[src/rtl/pipe_ctrl_pkg.sv]
// Shared types and constants for the pipeline hazard controller.
//   state_t : controller FSM state (RUN, DRAIN, HALTED)
//   slot_t  : one tracked post-ID pipeline entry {valid, wreg, rmem, rd}
//   FWD_RF  : forward-select code meaning "take the register file value"
// Register addresses are stored zero-extended to RD_MAX bits so that one
// struct type serves every AW; AW must not exceed RD_MAX.
package pipe_ctrl_pkg;

  localparam int FWD_RF = 0;
  localparam int RD_MAX = 8;

  typedef enum logic [1:0] {
    RUN    = 2'd0,
    DRAIN  = 2'd1,
    HALTED = 2'd2
  } state_t;

  typedef struct packed {
    logic              valid;
    logic              wreg;
    logic              rmem;
    logic [RD_MAX-1:0] rd;
  } slot_t;

  function automatic slot_t empty_slot();
    return '0;
  endfunction

endpackage

[src/rtl/pipe_fwd_sel.sv]
// Forwarding selector for one source operand.
// Scans the tracked slots for the youngest producer of src and reports
// where to forward from, plus whether that producer is a load whose data
// is not yet available (load-use hazard).
// Ports:
//   slots       in  tracked pipeline entries, index 0 = youngest (EX)
//   src         in  source register address
//   use_src     in  the instruction actually reads src
//   fwd         out FWD_RF when no producer, else slot index + 1
//   load_hazard out selected producer is a load in a slot below LOAD_STAGE
module pipe_fwd_sel
  import pipe_ctrl_pkg::*;
#(
  parameter int STAGES     = 3,
  parameter int AW         = 5,
  parameter int LOAD_STAGE = 1,
  parameter int FW         = $clog2(STAGES + 1)
) (
  input  slot_t           slots [STAGES],
  input  logic [AW-1:0]   src,
  input  logic            use_src,
  output logic [FW-1:0]   fwd,
  output logic            load_hazard
);

  logic [RD_MAX-1:0] src_ext;

  assign src_ext = RD_MAX'(src);

  // Walk from the oldest slot to the youngest so the last hit wins; that
  // gives the youngest producer priority. Register 0 never matches.
  always_comb begin
    fwd         = FW'(FWD_RF);
    load_hazard = 1'b0;
    for (int k = STAGES - 1; k >= 0; k--) begin
      if (use_src && slots[k].valid && slots[k].wreg &&
          (slots[k].rd == src_ext) && (slots[k].rd != '0)) begin
        fwd         = FW'(k + 1);
        load_hazard = slots[k].rmem && (k < LOAD_STAGE);
      end
    end
  end

endmodule

[src/rtl/pipe_ctrl.sv]
// Pipeline hazard controller: tracks post-ID slots, selects operand
// forwarding, raises load-use stalls, freezes on memory back-pressure,
// squashes IF/ID on redirects and drains the pipe on a halt instruction.
// Ports:
//   clock, reset            rising-edge clock, synchronous active-high reset
//   id_*                    instruction currently in ID
//   br_taken                ID resolved a redirect
//   mem_busy                memory stage not ready (freezes everything)
//   fwd_a, fwd_b            forward selects for rs / rt (0 = register file)
//   stall_front, bubble_ex  hold PC+IF/ID, insert bubble into EX
//   freeze, flush_ifid      hold all pipeline registers, squash IF/ID
//   stage_valid             valid bit per slot (bit k = slot k)
//   halted, retired         halt reached, retired-instruction count
//   dbg_state               current FSM state
//
// ID acceptance: the instruction in ID is taken into slot 0 on a rising
// edge where id_valid=1 and stall_front=0 (stall_front covers freeze,
// load-use and non-RUN states). While stall_front=1, ID must hold its
// fields, including br_taken, stable until accepted.
module pipe_ctrl
  import pipe_ctrl_pkg::*;
#(
  parameter int STAGES     = 3,
  parameter int AW         = 5,
  parameter int LOAD_STAGE = 1,
  parameter int RCW        = 16
) (
  input  logic                          clock,
  input  logic                          reset,
  input  logic                          id_valid,
  input  logic [AW-1:0]                 id_rs,
  input  logic [AW-1:0]                 id_rt,
  input  logic                          id_use_rs,
  input  logic                          id_use_rt,
  input  logic [AW-1:0]                 id_rd,
  input  logic                          id_wreg,
  input  logic                          id_rmem,
  input  logic                          id_halt,
  input  logic                          br_taken,
  input  logic                          mem_busy,
  output logic [$clog2(STAGES+1)-1:0]   fwd_a,
  output logic [$clog2(STAGES+1)-1:0]   fwd_b,
  output logic                          stall_front,
  output logic                          bubble_ex,
  output logic                          freeze,
  output logic                          flush_ifid,
  output logic [STAGES-1:0]             stage_valid,
  output logic                          halted,
  output logic [RCW-1:0]                retired,
  output state_t                        dbg_state
);

  localparam int FW = $clog2(STAGES + 1);

  slot_t             slots [STAGES];
  state_t            state;
  state_t            state_nxt;
  logic [RCW-1:0]    retired_q;
  logic [STAGES-1:0] valid_vec;

  logic [FW-1:0]     fwd_a_raw;
  logic [FW-1:0]     fwd_b_raw;
  logic              haz_a;
  logic              haz_b;

  logic              hazard;
  logic              stall_int;
  logic              accept;
  logic              load_slot0;
  slot_t             id_entry;

  pipe_fwd_sel #(
    .STAGES     (STAGES),
    .AW         (AW),
    .LOAD_STAGE (LOAD_STAGE),
    .FW         (FW)
  ) u_sel_a (
    .slots       (slots),
    .src         (id_rs),
    .use_src     (id_use_rs),
    .fwd         (fwd_a_raw),
    .load_hazard (haz_a)
  );

  pipe_fwd_sel #(
    .STAGES     (STAGES),
    .AW         (AW),
    .LOAD_STAGE (LOAD_STAGE),
    .FW         (FW)
  ) u_sel_b (
    .slots       (slots),
    .src         (id_rt),
    .use_src     (id_use_rt),
    .fwd         (fwd_b_raw),
    .load_hazard (haz_b)
  );

  always_comb begin
    for (int k = 0; k < STAGES; k++) begin
      valid_vec[k] = slots[k].valid;
    end
  end

  // Internal (ungated) control. Freeze dominates: it holds everything, so
  // the load-use bubble is only inserted on a non-frozen cycle.
  always_comb begin
    hazard     = haz_a | haz_b;
    stall_int  = mem_busy | hazard | (state != RUN);
    accept     = id_valid & ~stall_int;
    load_slot0 = accept & ~id_halt;
    id_entry   = empty_slot();
    if (load_slot0) begin
      id_entry.valid = 1'b1;
      id_entry.wreg  = id_wreg;
      id_entry.rmem  = id_rmem;
      id_entry.rd    = RD_MAX'(id_rd);
    end
  end

  // All externally visible combinational outputs read 0 during reset.
  always_comb begin
    fwd_a       = '0;
    fwd_b       = '0;
    stall_front = 1'b0;
    bubble_ex   = 1'b0;
    freeze      = 1'b0;
    flush_ifid  = 1'b0;
    stage_valid = '0;
    halted      = 1'b0;
    if (!reset) begin
      fwd_a       = fwd_a_raw;
      fwd_b       = fwd_b_raw;
      stall_front = stall_int;
      bubble_ex   = ~mem_busy & hazard;
      freeze      = mem_busy;
      flush_ifid  = br_taken & ~stall_int;
      stage_valid = valid_vec;
      halted      = (state == HALTED);
    end
  end

  assign retired   = retired_q;
  assign dbg_state = state;

  // FSM next state; frozen cycles hold the current state.
  always_comb begin
    state_nxt = state;
    if (!mem_busy) begin
      case (state)
        RUN:     if (accept && id_halt) state_nxt = DRAIN;
        DRAIN:   if (valid_vec == '0)   state_nxt = HALTED;
        HALTED:  state_nxt = HALTED;
        default: state_nxt = RUN;
      endcase
    end
  end

  always_ff @(posedge clock) begin
    if (reset) begin
      state <= RUN;
    end else begin
      state <= state_nxt;
    end
  end

  // Slot shift register and retire counter; both hold while frozen.
  always_ff @(posedge clock) begin
    if (reset) begin
      for (int k = 0; k < STAGES; k++) begin
        slots[k] <= empty_slot();
      end
      retired_q <= '0;
    end else if (!mem_busy) begin
      slots[0] <= id_entry;
      for (int k = 1; k < STAGES; k++) begin
        slots[k] <= slots[k-1];
      end
      if (slots[STAGES-1].valid) begin
        retired_q <= retired_q + RCW'(1);
      end
    end
  end

endmodule

[config.mk]
export PLATFORM = sky130hd
export DESIGN_NAME = pipe_ctrl
export DESIGN_NICKNAME = d
export VERILOG_FILES = /design/src/rtl/pipe_ctrl_pkg.sv /design/src/rtl/pipe_fwd_sel.sv /design/src/rtl/pipe_ctrl.sv
export SDC_FILE = /design/constraint.sdc
export NUM_CORES = 1
export LEC_CHECK = 0
export CAP_MARGIN = 25
export CORE_ASPECT_RATIO = 2
export CORE_MARGIN = 2
export CORE_UTILIZATION = 50
export CTS_CLUSTER_DIAMETER = 40
export DETAILED_ROUTE_END_ITERATION = 16
export GPL_ROUTABILITY_DRIVEN = 0
export PLACE_DENSITY = 0.8
export SLEW_MARGIN = 30
export SYNTH_ARGS = -nofsm -noshare
export SYNTH_HDL_FRONTEND = slang
export SYNTH_HIERARCHICAL = 1
export SYNTH_SLANG_ARGS = --single-unit
[constraint.sdc]
create_clock -name clock -period 2.3 [get_ports clock]
set_input_delay 0.345 -clock clock [delete_from_list [all_inputs] [get_ports clock]]
set_output_delay 0.345 -clock clock [all_outputs]
set_load 0.01 [all_outputs]
==> results.ini <==
[global_route]
grt_usage_pct = 25.3
grt_pass1_wl_mm = 9.99
antenna_found_initial = 0
grt_overflow = 0
grt_pass1_vias = 2207
grt_max_degree = 26

[timing]
layout_min_cycle_time_ns = 2.53
fin_crit_sh_pct = 110
fmaxAchievable_mhz = 396
rsz0062_at_grt = true
whs_ns = 0.491
drv_slew = 0
setup_slack_ns = -0.226
hold_viol_final = 0
finalSetupViolCount = 5
skew_ns = 0.00351

[clock_tree]
cts_buffer_depth = 2
cts_tree = done
cts_hold_buf = 0
clk_latency_ns = 0.29
cts_buffers = 5
cts-root-buf = clkbuf_8
cts_max_level = 2
cts_sinks = 40
path_clk_slew_ns = 0.08

[worst_setup_path]
crit_path_end = flush_ifid
worstSetupStartpoint = id_rs[3]
r2r_start = slots[23]
r2r-end = slots[24]
worstSetupPathType = input port to output pin
reg2reg_depth = 9
worstPathArrival_ns = 2.18
reg2reg_slack_ns = 0.12
crit_fanout = 3
crit_path_end_kind = output pin
start_kind = input port
crit_required_ns = 1.96

[detailed_routing]
drtIter0Drc = 29
wl_per_cell_um = 15.3
drt-pass1-iter-count = 4
wirelength_mm = 6.35
drc = 0
drtAntennaViolNets = 0
vias = 2232
vias_per_cell = 5.37

[pwr]
p_leak_nw = 1.50
ir_worst_vdd_mv = 0.484
power.density_nw_per_um2 = 415
total_power_mw = 1.41

[worst_hold_path]
worstHoldStart = retired[15]
hold_path.class = flop to flop

[finish]
insertedDiodeCount = 0
nFillCells = 363
final_nets = 390
multi_input_area_um2 = 1620
final-seq-area_um2 = 811
drive_gt1_share_pct = 24.7
area_delta_synth_final_pct = 45.4

[logic_synthesis]
syn_inst = 253
yosysWarningCount = 6
synth_area_um2 = 2340
syn_area_per_cell_um2 = 9.24

[status]
outcome = finished, violations left
violations = setup timing

[floorplanning]
rows = 35
die_x_um = 52.4
core_area_um2 = 4550
start_util_pct = 51.3
die_y_um = 101
io-pin-count = 55
die-area_um2 = 5270

[placement]
dp_hpwl_mm = 4.86
portBuffers = 54

[job]
maxCapViolCount = 0

## repair_timing
action                     in CTS  in global routing
resized for setup              56                  6
pin swaps                      18                  8
setup endpoints to repair      14                  8
setup buffers                   2                  0
## worst max-delay path, stage by stage
cell and delay [ns]:
clkdlybuf4s50_1 0.43, xor2_1 0.18, nor4_2 0.30, o2111a_2 0.29, and2_4 0.16, nor2_4 0.04, nor4bb_4 0.14, and2_1 0.15
buf_2 0.13
## placed cells by master (no fill, tap or decap), types with 3 or more instances in the layout
cell,count
a21o_1,3
a21oi_1,6
a22o_1,7
buf_2,7
buf_4,34
buf_6,4
clkbuf_8,6
clkdlybuf4s50_1,38
conb_1,18
dfxtp_1,34
dfxtp_2,5
dlygate4sd2_1,8
ha_1,5
inv_1,4
mux2i_1,16
nand2_1,9
nand3_1,3
nand4_1,4
nor2_1,35
nor2b_1,8
nor3_1,7
nor3b_1,4
nor4_1,5
nor4_2,8
or3_1,3
xnor2_1,5
xor2_1,30
## worst min path at each step
stage / cells after the start / slack [ns] / endpoint
6_report: 2 / 0.49 / retired[15]
5_1_grt: 2 / 0.53 / retired[15]
4_1_cts: 2 / 0.50 / retired[15]
3_5_place_dp: 2 / 0.49 / retired[15]
3_3_place_gp: 2 / 0.47 / retired[15]
2_1_floorplan: 1 / 0.46 / slots[30]
## area by class of cell
| cell class | instances | share of cell area [%] |
|---|---|---|
| Tap cell | 55 | 2.02 |
| Inverter | 4 | 0.442 |
| Sequential cell | 40 | 23.8 |
| Multi-Input combinational cell | 217 | 47.5 |
| Clock inverter | 2 | 0.294 |
| Clock buffer | 6 | 2.43 |
| Timing Repair Buffer | 92 | 23.5 |
## routing by layer
metal	routed length, um	vias up	track usage (%)	part of all wire (%)
met2	3570	53	48.7	56
met1	2360	1049	25.6	37
met4	191	0	10.3	3.0
met3	236	17	3.41	3.7
met5	0	-	0	0
li1	-	1113	-	-
## registers in the layout, indices dropped and copies added (netlist names)
signal,cells
dbg_state,2
retired,16
slots,22
## through the flow
stage                     setup TNS (ns)  cell area, um2  util, %  worst slack (ns)  instances
after detailed placement           -6.32            3250     71.3            -0.674        406
after global routing              -0.773            3400     74.7            -0.254        416
final                             -0.609            3400     74.7            -0.226        416
after CTS                         -0.564            3380     74.3            -0.200        416
after global placement             -5.54            3250     71.3            -0.592        406
after floorplan                        0            2400        -             0.256        270
## where the power goes
part           switching (mW)  leakage, nW  internal, mW
Combinational          0.0968         1.13         0.115
Sequential             0.0132        0.326         0.700
Clock                   0.247       0.0510         0.240
(Power assumes the default switching activity.)
